$ cat src/rtl/uart_tx_arbiter.sv
// rtl/uart_tx_arbiter.sv - round-robin arbiter sharing one uart_tx_core among NUM_REQ producers
// Optional tag byte before each payload: UART_TX_ARB_TAG_EN.
module uart_tx_arbiter #(
  parameter int NUM_REQ      = 4,
  parameter int DATA_W       = 8,
  parameter int BUSY_TIMEOUT = 64
) (
  input  logic                       clk,
  input  logic                       reset_n,
  input  logic [NUM_REQ-1:0]         req,
  input  logic [NUM_REQ*DATA_W-1:0]  req_data,
  output logic [NUM_REQ-1:0]         ack,
  output logic [DATA_W-1:0]          tx_data,
  output logic                       tx_start,
  input  logic                       tx_busy,
  output logic                       arb_busy,
  output logic [$clog2(NUM_REQ)-1:0] owner,
  output logic                       timeout_err
);

  localparam int OW = $clog2(NUM_REQ);
  localparam int CW = $clog2(BUSY_TIMEOUT + 1);

  typedef enum logic [1:0] {IDLE, LAUNCH, WAIT_BUSY, WAIT_DONE} state_t;

  state_t              state, state_d;
  logic [OW-1:0]       rr_ptr, rr_ptr_d, owner_d, owner_inc;
  logic [OW-1:0]       g, g_hi, g_any;
  logic                found_hi, found_any;
  logic [DATA_W-1:0]   g_data, tx_data_d;
  logic [NUM_REQ-1:0]  ack_d;
  logic                tx_start_d, timeout_d;
  logic [CW-1:0]       cnt, cnt_d;
`ifdef UART_TX_ARB_TAG_EN
  logic [DATA_W-1:0]   payload, payload_d;
  logic                phase, phase_d;
`endif

  // Lowest requester at or above rr_ptr wins; otherwise wrap to the lowest overall.
  always_comb begin
    found_hi  = 1'b0;
    found_any = 1'b0;
    g_hi      = '0;
    g_any     = '0;
    for (int i = NUM_REQ - 1; i >= 0; i--) begin
      if (req[i]) begin
        found_any = 1'b1;
        g_any     = OW'(i);
        if (OW'(i) >= rr_ptr) begin
          found_hi = 1'b1;
          g_hi     = OW'(i);
        end
      end
    end
    g      = found_hi ? g_hi : g_any;
    g_data = '0;
    for (int i = 0; i < NUM_REQ; i++) begin
      if (OW'(i) == g) g_data = req_data[i*DATA_W +: DATA_W];
    end
  end

  assign owner_inc = (owner == OW'(NUM_REQ - 1)) ? '0 : owner + 1'b1;

  always_comb begin
    state_d    = state;
    rr_ptr_d   = rr_ptr;
    owner_d    = owner;
    tx_data_d  = tx_data;
    ack_d      = '0;
    tx_start_d = tx_start;
    timeout_d  = 1'b0;
    cnt_d      = cnt;
`ifdef UART_TX_ARB_TAG_EN
    payload_d  = payload;
    phase_d    = phase;
`endif
    case (state)
      IDLE: begin
        if (found_any) begin
          owner_d   = g;
          ack_d     = NUM_REQ'(1) << g;
`ifdef UART_TX_ARB_TAG_EN
          tx_data_d = DATA_W'(g);
          payload_d = g_data;
          phase_d   = 1'b0;
`else
          tx_data_d = g_data;
`endif
          state_d   = LAUNCH;
        end
      end
      LAUNCH: begin
        tx_start_d = ~tx_start;
        cnt_d      = '0;
        state_d    = WAIT_BUSY;
      end
      WAIT_BUSY: begin
        if (tx_busy) begin
          state_d = WAIT_DONE;
        end else if (cnt == CW'(BUSY_TIMEOUT - 1)) begin
          timeout_d = 1'b1;
          rr_ptr_d  = owner_inc;
          state_d   = IDLE;
        end else begin
          cnt_d = cnt + 1'b1;
        end
      end
      WAIT_DONE: begin
        if (!tx_busy) begin
`ifdef UART_TX_ARB_TAG_EN
          if (!phase) begin
            tx_data_d = payload;
            phase_d   = 1'b1;
            state_d   = LAUNCH;
          end else begin
            rr_ptr_d = owner_inc;
            state_d  = IDLE;
          end
`else
          rr_ptr_d = owner_inc;
          state_d  = IDLE;
`endif
        end
      end
      default: state_d = IDLE;
    endcase
  end

  always_ff @(posedge clk or negedge reset_n) begin
    if (!reset_n) begin
      state       <= IDLE;
      rr_ptr      <= '0;
      owner       <= '0;
      tx_data     <= '0;
      ack         <= '0;
      tx_start    <= 1'b0;
      timeout_err <= 1'b0;
      arb_busy    <= 1'b0;
      cnt         <= '0;
`ifdef UART_TX_ARB_TAG_EN
      payload     <= '0;
      phase       <= 1'b0;
`endif
    end else begin
      state       <= state_d;
      rr_ptr      <= rr_ptr_d;
      owner       <= owner_d;
      tx_data     <= tx_data_d;
      ack         <= ack_d;
      tx_start    <= tx_start_d;
      timeout_err <= timeout_d;
      arb_busy    <= (state_d != IDLE);
      cnt         <= cnt_d;
`ifdef UART_TX_ARB_TAG_EN
      payload     <= payload_d;
      phase       <= phase_d;
`endif
    end
  end

endmodule
$ cat config.mk
export PLATFORM = sky130hd
export DESIGN_NAME = uart_tx_arbiter
export DESIGN_NICKNAME = d
export VERILOG_FILES = /design/src/rtl/uart_tx_arbiter.sv
export SDC_FILE = /design/constraint.sdc
export NUM_CORES = 1
export LEC_CHECK = 0
export ABC_CLOCK_PERIOD_IN_PS = 1900
export BUFFER_PORTS_ARGS = -buffer_cell sky130_fd_sc_hd__buf_2
export CORE_MARGIN = 5
export CORE_UTILIZATION = 45
export DETAILED_ROUTE_END_ITERATION = 10
export PLACE_DENSITY = 0.85
export SLEW_MARGIN = 20
export SYNTH_ARGS = -nofsm -noshare
export SYNTH_HDL_FRONTEND = slang
export SYNTH_SLANG_ARGS = --single-unit
$ cat constraint.sdc
create_clock -name clk -period 1.9 [get_ports clk]
set_input_delay 0.19 -clock clk [delete_from_list [all_inputs] [get_ports clk]]
set_output_delay 0.19 -clock clk [all_outputs]
set_load 0.01 [all_outputs]
==> results of run 1 <==
-- state kept, by name (all words and copies together), names as in the netlist --
signal,cells
rr_ptr,2
ack,4
owner,2
cnt,7
tx_data,8
timeout_err,1
tx_start,1
arb_busy,1
state,2
-- per-layer routing --
metal,part of all wire (%),vias to the layer above
met5,0,-
met1,43,718
met4,0.45,0
met3,8.7,2
li1,-,762
met2,48,65
-- worst min-delay path by stage --
stage / from / endpoint / depth (start not counted)
2_1_floorplan: reset_n / ack[0]$_DFF_PN0_ / 0
3_3_place_gp: reset_n / cnt[4]$_DFFE_PN0P_ / 1
3_5_place_dp: reset_n / cnt[5]$_DFFE_PN0P_ / 1
4_1_cts: req_data[19] / tx_data[3]$_DFFE_PN0P_ / 3
5_1_grt: req_data[22] / tx_data[6]$_DFFE_PN0P_ / 3
6_report: req_data[19] / tx_data[3]$_DFFE_PN0P_ / 3
-- synthesized netlist by cell type --
cell	n	area share (%)
sky130_fd_sc_hd__xnor2_1	1	0.55
sky130_fd_sc_hd__xor2_1	1	0.55
sky130_fd_sc_hd__nor2_1	12	2.8
sky130_fd_sc_hd__dfrtp_1	28	44
sky130_fd_sc_hd__a21o_1	1	0.47
sky130_fd_sc_hd__inv_1	4	0.94
sky130_fd_sc_hd__ha_1	2	1.6
sky130_fd_sc_hd__a31oi_1	2	0.78
sky130_fd_sc_hd__nor3_2	2	1.3
sky130_fd_sc_hd__o311ai_0	1	0.55
sky130_fd_sc_hd__a2bb2oi_1	5	2.7
sky130_fd_sc_hd__a21boi_0	2	0.94
sky130_fd_sc_hd__o21a_1	2	0.94
sky130_fd_sc_hd__a21oi_1	11	3.5
sky130_fd_sc_hd__nand2_1	23	5.4
sky130_fd_sc_hd__o221ai_1	3	1.6
sky130_fd_sc_hd__buf_6	3	2.1
sky130_fd_sc_hd__and2_4	1	0.55
sky130_fd_sc_hd__o211ai_1	1	0.47
sky130_fd_sc_hd__and2b_1	1	0.47
sky130_fd_sc_hd__nand3b_1	5	2.4
sky130_fd_sc_hd__nor4_1	1	0.39
sky130_fd_sc_hd__mux2_2	2	1.4
sky130_fd_sc_hd__clkbuf_1	5	1.2
sky130_fd_sc_hd__o22a_1	1	0.55
sky130_fd_sc_hd__a21boi_2	1	0.71
sky130_fd_sc_hd__a211o_1	1	0.55
sky130_fd_sc_hd__or3_1	1	0.39
sky130_fd_sc_hd__a211oi_1	2	0.94
sky130_fd_sc_hd__o21bai_1	1	0.47
sky130_fd_sc_hd__buf_2	1	0.31
sky130_fd_sc_hd__mux2i_1	1	0.63
sky130_fd_sc_hd__or4b_1	1	0.63
sky130_fd_sc_hd__nand3_1	3	0.94
sky130_fd_sc_hd__nor3_1	5	1.6
sky130_fd_sc_hd__a221oi_1	1	0.55
sky130_fd_sc_hd__and2_1	2	0.78
sky130_fd_sc_hd__o21ai_0	12	3.8
sky130_fd_sc_hd__nand2b_1	4	1.6
sky130_fd_sc_hd__o31a_1	1	0.55
sky130_fd_sc_hd__nand4_1	1	0.39
sky130_fd_sc_hd__o22ai_1	1	0.39
sky130_fd_sc_hd__nor2b_1	4	1.6
sky130_fd_sc_hd__o31ai_1	10	4.7
sky130_fd_sc_hd__nor3b_1	1	0.47
-- layout make-up --
type | count | area, sq um | area share [%]
Tap cell | 46 | 57.6 | 2.82
Timing Repair Buffer | 68 | 375 | 18.4
Clock buffer | 3 | 22.5 | 1.10
Clock inverter | 1 | 30.0 | 1.47
Inverter | 4 | 15.0 | 0.735
Sequential cell | 28 | 701 | 34.3
Multi-Input combinational cell | 133 | 841 | 41.2
-- critical path, cell delays in order, from the launching register on --
cell	delay [ns]
sky130_fd_sc_hd__dfrtp_1	0.45
sky130_fd_sc_hd__ha_1	0.24
sky130_fd_sc_hd__nand2_2	0.14
sky130_fd_sc_hd__nor3_4	0.06
sky130_fd_sc_hd__or4b_4	0.49
sky130_fd_sc_hd__o211ai_1	0.22
sky130_fd_sc_hd__o311ai_2	0.13
-- logic make-up after synthesis --
| group | count (synthesis) | share of synthesized area (%) |
|---|---|---|
| multiplexers | 3 | 2.04 |
| flip-flops | 28 | 44.0 |
| AO/OA/AOI/OAI | 59 | 25.2 |
| AND/OR/NAND/NOR | 67 | 21.6 |
| XOR/XNOR | 2 | 1.10 |
| adder cells (fa/ha/maj) | 2 | 1.57 |
| buffers and inverters | 13 | 4.55 |
-- stage by stage --
step | cells | worst slack [ns] | power [mW] | hold WS (ns)
final | 283 | 0.0520 | 2.57 | 0.162
after global routing | 283 | -0.00159 | 2.77 | 0.153
after CTS | 282 | 0.0616 | 2.57 | 0.152
after detailed placement | 277 | 0.0105 | 2.18 | 0.247
after global placement | 277 | 0.177 | 2.14 | 0.242
after floorplan | 174 | 0.133 | 1.76 | -0.106
-- power groups by stage --
| stage | sequential (mW) | clock (mW) | combinational, mW |
|---|---|---|---|
| floorplan | 0.978 | 0 | 0.785 |
| CTS | 0.964 | 0.401 | 1.20 |
| global placement | 0.970 | 0 | 1.17 |
| detailed placement | 0.976 | 0 | 1.20 |
| finish | 0.968 | 0.388 | 1.21 |
| global route | 1.00 | 0.422 | 1.34 |
-- what timing repair did --
action	4_1_cts	5_1_grt
setup endpoints to repair	1	3
hold endpoints to repair	28	0
buffers inserted	0	1
hold buffers	1	0
resized for setup	1	4
pin swaps	0	3
==> implementation parameters, run 1 <==
Parameter                              Value

Synthesis
  Average cell area after synthesis ... between 9 and 10 sq um
  Number of synthesis warnings ... 0
  Number of library cell types mapped by synthesis ... 45
  Seq/Total Area, Yosys ... between 40% and 50%
  Synthesized netlist net count ... between 200 and 250
  Synthesized netlist cell count ... about 170
  Post-synth design cell area ... around 1600 sq um
  Synthesis-stage register bit count ... 28

Layout
  Most frequent cells in the layout ... sky130_fd_sc_hd__buf_2 (55), sky130_fd_sc_hd__dfrtp_1 (28), sky130_fd_sc_hd__nand2_1 (22)
  Area added between synthesis and finish ... 28.1%
  Post-Route Utilization ... roughly three fifths
  Layout net count ... 279
  Post-route cell area ... a little over 2000 sq um
  Most frequent standard cell in the layout excluding fill and tap cells ... sky130_fd_sc_hd__buf_2
  Ratio of cells with drive above 1 in the final layout ... roughly a third
  Number of fillers in the final layout ... between 300 and 400
  # diodes ... 0

Power
  Clock Power Share ... 15.1%
  Logic gate share of total power ... 47.1%
  Portion of total power attributed to sequential cells ... 37.7%
  Switching part of the total ... 39.1%
  Leakage power ... 0.964 nW
  Internal power ... between 1.5 and 2 mW
  Power density relative to cell area ... 1260 nW/um^2
  Worst vdd rail ir drop ... ~0.60 mV
  Net Sw Power ... around 1 mW

Die
  Vert. Die Dim ... about 70 microns
  Num ports ... 56
  Number of placement rows ... 21
  Standard cell core area ... between 3000 and 4000 sq um
  DIE AREA ... a little under 5000 sq um
  Starting Density ... 47.0%
  Horiz. Die Dim ... 69.5 microns

Detailed routing
  Total via count in the routed design ... 1547
  WL per Instance ... about 14 microns
  Count of routing violations after the opening detailed-route iteration ... between 70 and 80
  Antenna Violating Nets Remaining ... 0
  Total wire length ... around 4 mm
  Number of detailed-route iterations in the first pass ... 5
  Number of remaining DRC errors ... 0
  Post-detailed-route via-to-cell ratio ... about 5.5

Critical path
  Data required time of the critical path ... roughly 2.1 ns
  CP max FO ... 5
  R2r endpoint ... cnt[4]$_DFFE_PN0P_
  Origin of the worst setup path ... cnt[0]$_DFFE_PN0P_
  Startpoint type of the worst setup path ... register
  Count of cells along the worst register-to-register path ... 6
  Termination of the worst setup path ... cnt[4]$_DFFE_PN0P_
  Worst R2R Start ... cnt[0]$_DFFE_PN0P_
  Critical path endpoint category ... register
  Type of the setup path with the least slack ... reg2reg
  Crit path DAT ... slightly above 2 ns
  Worst reg-to-reg setup slack ... between 0.05 and 0.06 ns

CTS
  Clock-pin slew on the worst setup and hold paths ... around 0.15 ns
  Clock Tree Buf Depth ... 2
  Worst-skew pair later-pin latency ... 0.33 ns
  Library cell used as clock root buffer ... sky130_fd_sc_hd__clkbuf_4
  TritonCTS clock tree ... done
  Htree depth ... 1
  Inserted Clock Buffers ... 3
  Sinks on the clock net ... 28

Global route
  All-layer global routing usage ... roughly 17%
  Met2 usage ... around 28%
  Met3 track utilization from global routing ... 4.78%
  Pin count of the biggest net entering global routing ... 29
  Initial antenna violation count ... 0
  Met1 Usage GRT ... 19.9%
  Global-route congestion overflow total ... 0
  Most used routing layer in global routing ... met2
  Vias in the first global route ... roughly 1.5k
  Wire length of the first global-routing pass ... between 6 and 7 mm

Place
  Cell area reported after detailed placement ... approximately 2000 sq um
  Weighted congestion at the end of routability-driven global placement ... ~0.86
  Total half-perimeter wirelength after legalization and detailed placement ... ~3.1 mm
  Number of I/O port buffers ... 55

STA
  Actual transition at the worst max-transition pin ... approximately 0.75 ns
  Final critical path time including I/O delays and setup ... between 1.5 and 2 ns
  Slew headroom ... 49.2%
  Final number of hold-violating endpoints ... 0
  Achievable Freq ... ~0.54 GHz
  Slew Limit Fails ... 0
  Share of the clock period used by the worst path after layout ... between 90 and 100%
  Fin Setup TNS ... 0 ns
  Finish-stage setup viols ... 0
  Setup skew after layout ... around 0.0057 ns

Outcome
  Run status ... finished clean

Hold path
  Worst hold path type ... in2reg

Run
  Number of max-cap violations ... 0
Note: power is estimated with default switching activity, not from simulation.
==> run 2: changes to the inputs <==
--- a/config.mk
+++ b/config.mk
@@ -5,8 +5,9 @@
 export SDC_FILE = /design/constraint.sdc
 export NUM_CORES = 1
 export LEC_CHECK = 0
-export ABC_CLOCK_PERIOD_IN_PS = 1900
+export ABC_CLOCK_PERIOD_IN_PS = 1540
 export BUFFER_PORTS_ARGS = -buffer_cell sky130_fd_sc_hd__buf_2
+export CAP_MARGIN = 20
 export CORE_MARGIN = 5
 export CORE_UTILIZATION = 45
 export DETAILED_ROUTE_END_ITERATION = 10
==> constraint.sdc (replaced) <==
create_clock -name clk -period 1.54 [get_ports clk]
set_input_delay 0.154 -clock clk [delete_from_list [all_inputs] [get_ports clk]]
set_output_delay 0.154 -clock clk [all_outputs]
set_load 0.01 [all_outputs]
==> run 2 against run 1 <==
Effect of this change:
- the flow now finishes with violations (negative setup slack)
- critical path depth is the same
- via count grew 5.4%
- global-route usage grew 2.1 points
- register-to-register slack lost 0.16 ns
- sequential share of layout area shrank 3.9 points
- power grew 41%
- clock power grew 24%
- first-iteration DRC count grew 45%
- critical path type unchanged
- largest power group unchanged
==> implementation parameters, run 2 (synthesized netlist as in run 1, its figures left out) <==
Parameter                              Value

Die
  DIE AREA ... roughly 4800 sq um
  Standard cell core area ... about 3400 sq um
  Number of placement rows ... 21
  Num ports ... between 50 and 60
  Vert. Die Dim ... approximately 70 microns
  Horiz. Die Dim ... 69.5 microns
  Starting Density ... a little under half

STA
  Achievable Freq ... approximately 0.61 GHz
  Slew Limit Fails ... 0
  RSZ-0062 raised after global routing ... yes
  Share of the clock period used by the worst path after layout ... 107%
  Fin Setup TNS ... -0.157 ns
  Final number of hold-violating endpoints ... 0
  Slew headroom ... between 50% and 60%
  Hold Worst Slack ... between 0.1 and 0.15 ns
  Finish-stage setup viols ... 3
  Actual transition at the worst max-transition pin ... roughly 0.61 ns
  Setup skew after layout ... 0.00754 ns
  Final critical path time including I/O delays and setup ... 1.65 ns
  Crit path setup slack, layout ... -0.110 ns

Detailed routing
  Antenna Violating Nets Remaining ... 0
  Total via count in the routed design ... 1630
  Number of remaining DRC errors ... 0
  Count of routing violations after the opening detailed-route iteration ... roughly 100
  Number of detailed-route iterations in the first pass ... 4
  Post-detailed-route via-to-cell ratio ... ~5.4
  Total wire length ... about 4.5 mm
  WL per Instance ... roughly 15 microns

Global route
  All-layer global routing usage ... 18.8%
  Met3 track utilization from global routing ... 3.04%
  Initial antenna violation count ... 0
  Global-route congestion overflow total ... 0
  Met1 Usage GRT ... 23.2%
  Met2 usage ... about a third
  Wire length of the first global-routing pass ... ~7.6 mm
  Vias in the first global route ... about 1.7k
  Most used routing layer in global routing ... met2
  Pin count of the biggest net entering global routing ... 29

CTS
  Sinks on the clock net ... 28
  Clock Tree Buf Depth ... 2
  Clock-pin slew on the worst setup and hold paths ... roughly 0.15 ns
  TritonCTS clock tree ... done
  Htree depth ... 1
  Inserted Clock Buffers ... 3
  Library cell used as clock root buffer ... sky130_fd_sc_hd__clkbuf_4
  Worst-skew pair later-pin latency ... approximately 0.33 ns

Layout
  Most frequent standard cell in the layout excluding fill and tap cells ... sky130_fd_sc_hd__buf_2
  Most frequent cells in the layout ... sky130_fd_sc_hd__buf_2 (55), sky130_fd_sc_hd__dfrtp_1 (26), sky130_fd_sc_hd__buf_4 (26)
  Post-Route Utilization ... roughly two thirds
  Ratio of cells with drive above 1 in the final layout ... a little under half
  Layout net count ... between 200 and 300
  # diodes ... 0
  Max FFs per register ... 8
  Number of fillers in the final layout ... approximately 260
  Area added between synthesis and finish ... 44.8%
  Largest registers ... tx_data x8, cnt x7, ack x4
  Register ranked first by flip-flop count ... tx_data

Critical path
  Critical path endpoint category ... register
  Critical path buffers and inverters ... 0
  Worst R2R Start ... cnt[1]$_DFFE_PN0P_
  Critical-path top delay cell ... sky130_fd_sc_hd__or4b_4
  Instance count on the critical path ... 6
  Worst reg-to-reg setup slack ... -0.11 ns
  Crit path DAT ... around 1.9 ns
  Termination of the worst setup path ... cnt[4]$_DFFE_PN0P_
  Origin of the worst setup path ... cnt[1]$_DFFE_PN0P_
  Category of cells accounting for the largest share of critical-path delay ... simple AND/OR/NAND/NOR gates
  Type of the setup path with the least slack ... reg2reg
  Count of cells along the worst register-to-register path ... 6
  CP Cell Sequence ... ha_4 > nand2_4 > nor3_4 > or4b_4 > o211ai_1 > o311ai_1
  Startpoint type of the worst setup path ... register
  R2r endpoint ... cnt[4]$_DFFE_PN0P_
  CP max FO ... 4
  Data required time of the critical path ... about 1.8 ns
  Slowest cell delay on critical path ... 0.49 ns

Run
  Number of max-cap violations ... 0

Place
  Number of I/O port buffers ... 55
  Weighted congestion at the end of routability-driven global placement ... between 0.8 and 0.9
  Total half-perimeter wirelength after legalization and detailed placement ... between 3 and 4 mm

Power
  Leakage power ... 1.09 nW
  Power density relative to cell area ... approximately 1600 nW/um^2
  Worst vdd rail ir drop ... approximately 1.1 mV
  Total design power ... 3.62 mW

Outcome
  Failing checks ... negative setup slack
  Run status ... finished with violations

Hold path
  Worst hold path type ... in2reg
## run 2: cell count changes in the layout (fill, tap and decap cells not counted), moves of 4 or more
cell and change:
sky130_fd_sc_hd__buf_4 +14, sky130_fd_sc_hd__o21ai_0 -5, sky130_fd_sc_hd__o21ai_1 +4, sky130_fd_sc_hd__o31ai_1 -6, sky130_fd_sc_hd__o31ai_2 +5
## run 2: repair_timing
item,CTS,global route
endpoints found under the setup margin,11,18
hold buffers,1,0
gates resized for setup,5,21
buffers inserted,3,2
pin swaps,2,12
endpoints found under the hold margin,28,0
cloned,0,1
## run 2: area by class of cell
class	count	area, sq um	share of cell area [%]
Timing Repair Buffer	84	503	21.8
Multi-Input combinational cell	134	977	42.3
Clock buffer	3	22.5	0.976
Inverter	4	15.0	0.650
Clock inverter	1	30.0	1.30
Sequential cell	28	703	30.5
Tap cell	46	57.6	2.49
## run 2: metal layers
layer  part of all wire [%]  vias up
li1                       -      796
met1                     40      781
met2                     53       49
met3                    5.5        4
met4                    1.1        0
met5                      0        -
## run 2: through the flow
step / setup slack (ns) / std cells / instance area, sq um
final: -0.110 / 300 / 2310
after CTS: -0.129 / 299 / 2220
after global routing: -0.166 / 300 / 2310
after global placement: -0.0475 / 291 / 2120
after floorplan: -0.0744 / 174 / 1660
after detailed placement: -0.110 / 291 / 2120
## run 2: where the power goes
| group | leakage [nW] | internal [mW] | switching (mW) |
|---|---|---|---|
| logic | 0.713 | 0.950 | 1.02 |
| clock network | 0.0279 | 0.263 | 0.218 |
| registers | 0.353 | 0.981 | 0.181 |
## run 2: worst min path at each step
stage,startpoint,to,slack (ns),cells after the start
finish,req_data[8],tx_data[0]$_DFFE_PN0P_,0.10,3
global route,req_data[8],tx_data[0]$_DFFE_PN0P_,0.10,3
CTS,req_data[8],tx_data[0]$_DFFE_PN0P_,0.10,3
detailed placement,reset_n,cnt[2]$_DFFE_PN0P_,0.21,1
global placement,reset_n,cnt[2]$_DFFE_PN0P_,0.20,1
floorplan,reset_n,ack[0]$_DFF_PN0_,-0.14,0
## run 2: tightest hold or removal path: cells and delay by family
family,cells,cell delay [ns]
buf+inv,1,0.08
compound gates,2,0.17
==> run 3: changes to the inputs <==
--- a/config.mk
+++ b/config.mk
@@ -8,6 +8,7 @@
 export ABC_CLOCK_PERIOD_IN_PS = 1540
 export BUFFER_PORTS_ARGS = -buffer_cell sky130_fd_sc_hd__buf_2
 export CAP_MARGIN = 20
+export CORE_ASPECT_RATIO = 0.6
 export CORE_MARGIN = 5
 export CORE_UTILIZATION = 45
 export DETAILED_ROUTE_END_ITERATION = 10
==> run 3 against run 2 <==
Effect of this change:
- the flow still finishes with violations (negative setup slack)
- cell area rose by 2.1%
- clock power rose by 23%
- power rose by 6.9%
- routed wire length rose by 17%
- critical path depth did not move
- flip-flop and latch count did not move
- register-to-register slack barely moved
- critical endpoint unchanged
==> implementation parameters, run 3 (synthesized netlist as in run 1, its figures left out) <==
Parameter                              Value

Layout
  Area added between synthesis and finish ... 47.9%
  Register ranked first by flip-flop count ... tx_data
  Most frequent standard cell in the layout excluding fill and tap cells ... sky130_fd_sc_hd__buf_2
  Register Area ... 703 sq um
  Largest registers ... tx_data x8, cnt x7, ack x4
  Final cell count without fillers ... 299
  Post-Route Utilization ... 70.9%
  Max FFs per register ... 8
  Number of fillers in the final layout ... 249
  # diodes ... 0
  Area occupied by multi-input gates ... about 1000 sq um
  Most frequent cells in the layout ... sky130_fd_sc_hd__buf_2 (55), sky130_fd_sc_hd__buf_4 (27), sky130_fd_sc_hd__dfrtp_1 (26)
  Ratio of cells with drive above 1 in the final layout ... ~50%
  Post-route cell area ... 2360 sq um
  Layout net count ... 296

Critical path
  Startpoint type of the worst setup path ... register
  Critical path endpoint category ... register
  Instance count on the critical path ... 6
  Type of the setup path with the least slack ... reg2reg
  Critical path buffers and inverters ... 0
  CP max FO ... 4
  CP Cell Sequence ... ha_4 > nand2_4 > nor3_4 > or4b_4 > o211ai_1 > o311ai_1
  Worst reg-to-reg setup slack ... -0.1 ns
  Count of cells along the worst register-to-register path ... 6
  Crit path DAT ... about 1.8 ns
  Data required time of the critical path ... roughly 1.7 ns
  Critical-path top delay cell ... sky130_fd_sc_hd__or4b_4
  Category of cells accounting for the largest share of critical-path delay ... simple AND/OR/NAND/NOR gates
  Slowest cell delay on critical path ... between 0.4 and 0.5 ns

Hold path
  Worst hold path stage count ... 3
  Worst hold path type ... in2reg

Outcome
  Failing checks ... negative setup slack
  Run status ... finished with violations

Power
  Clock Power Share ... about 15%
  Power density relative to cell area ... about 1600 nW/um^2
  Leakage power ... 1.11 nW
  Switching part of the total ... about two fifths
  Total design power ... slightly below 4 mW
  Logic gate share of total power ... ~54%
  Net Sw Power ... ~1.6 mW
  Worst vdd rail ir drop ... roughly 1.2 mV
  Internal power ... ~2.3 mW
  Portion of total power attributed to sequential cells ... 30.3%

CTS
  Clock-pin slew on the worst setup and hold paths ... 0.10 ns
  Clock Tree Buf Depth ... 2
  Htree depth ... 1
  Worst-skew pair later-pin latency ... ~0.28 ns
  Sinks on the clock net ... 28
  TritonCTS clock tree ... done
  Library cell used as clock root buffer ... sky130_fd_sc_hd__clkbuf_8
  Inserted Clock Buffers ... 3

Place
  Weighted congestion at the end of routability-driven global placement ... slightly below 0.8
  Placed cell count ... roughly 290
  Cell area reported after detailed placement ... 2100 sq um
  Worst slack after detailed placement ... -0.127 ns
  Number of I/O port buffers ... 55
  Total half-perimeter wirelength after legalization and detailed placement ... between 3 and 4 mm

Die
  Num ports ... between 50 and 60
  Standard cell core area ... ~3300 sq um
  DIE AREA ... slightly below 5000 sq um
  Horiz. Die Dim ... 86.8 microns
  Starting Density ... about 48%
  Vert. Die Dim ... around 56 microns
  Number of placement rows ... 16

Global route
  Pin count of the biggest net entering global routing ... 29
  Initial antenna violation count ... 0
  Global-route congestion overflow total ... 0
  Wire length of the first global-routing pass ... between 7 and 8 mm
  All-layer global routing usage ... 19.2%
  Vias in the first global route ... about 1.6k

Detailed routing
  WL per Instance ... 17.5 microns
  Total via count in the routed design ... approximately 1.7k
  Total wire length ... between 5 and 6 mm
  Count of routing violations after the opening detailed-route iteration ... 122
  Antenna Violating Nets Remaining ... 0
  Post-detailed-route via-to-cell ratio ... between 5 and 6
  Number of remaining DRC errors ... 0
  Number of detailed-route iterations in the first pass ... 4

STA
  Actual transition at the worst max-transition pin ... around 0.64 ns
  Slew headroom ... 57.5%
  Finish-stage setup viols ... 6
  Setup skew after layout ... 0.00558 ns
  Share of the clock period used by the worst path after layout ... 106%
  Achievable Freq ... a little over 0.6 GHz
  Slew Limit Fails ... 0
  Fin Setup TNS ... -0.230 ns
  Crit path setup slack, layout ... -0.0978 ns
  Final critical path time including I/O delays and setup ... roughly 1.6 ns
  RSZ-0062 raised after global routing ... yes
  Final number of hold-violating endpoints ... 0
  Hold Worst Slack ... 0.185 ns

Run
  Number of max-cap violations ... 0
-- run 3: power by group through the flow --
stage / Combinational (mW) / Clock [mW] / Sequential [mW]
floorplan: 1.06 / 0 / 1.21
global placement: 1.72 / 0 / 1.14
detailed placement: 1.78 / 0 / 1.15
CTS: 1.84 / 0.586 / 1.15
global route: 2.24 / 0.637 / 1.20
finish: 2.10 / 0.591 / 1.17
-- run 3: layout make-up --
class,instances,share of cell area (%)
clock inverters,1,1.27
multi-input cells,134,42.9
repair buffers,84,21.2
well taps,45,2.39
inverters,4,0.637
clock buffers,3,1.75
flip-flops and latches,28,29.8
-- run 3: metal layers --
metal / track usage, % / wire length, microns
met4: 3.11 / 12
met2: 29.4 / 2520
met1: 28.0 / 2330
met3: 4.29 / 376
met5: 0 / 0
-- run 3: repair_timing --
item / in CTS / in global routing
setup endpoints to repair: 14 / 18
hold endpoints to repair: 28 / 0
hold buffers: 1 / 0
cloned: 0 / 1
resized for setup: 10 / 23
pin swaps: 1 / 10
buffers inserted: 1 / 5
-- run 3: worst register-to-register path: stages (launching register included) --
cell and delay (ns):
sky130_fd_sc_hd__dfrtp_1 0.42, sky130_fd_sc_hd__ha_4 0.18, sky130_fd_sc_hd__nand2_4 0.08, sky130_fd_sc_hd__nor3_4 0.05, sky130_fd_sc_hd__or4b_4 0.49, sky130_fd_sc_hd__o211ai_1 0.18, sky130_fd_sc_hd__o311ai_1 0.12
-- run 3: worst paths after layout --
check	startpoint	end
worst max-delay path	cnt[0]$_DFFE_PN0P_	cnt[4]$_DFFE_PN0P_
worst min-delay path	req_data[8]	tx_data[0]$_DFFE_PN0P_
worst max register to register	cnt[0]$_DFFE_PN0P_	cnt[4]$_DFFE_PN0P_
worst min register to register	tx_start$_DFFE_PN0P_	tx_start$_DFFE_PN0P_
max in group asynchronous	reset_n	rr_ptr[0]$_DFFE_PN0P_
min in group asynchronous	reset_n	tx_data[5]$_DFFE_PN0P_
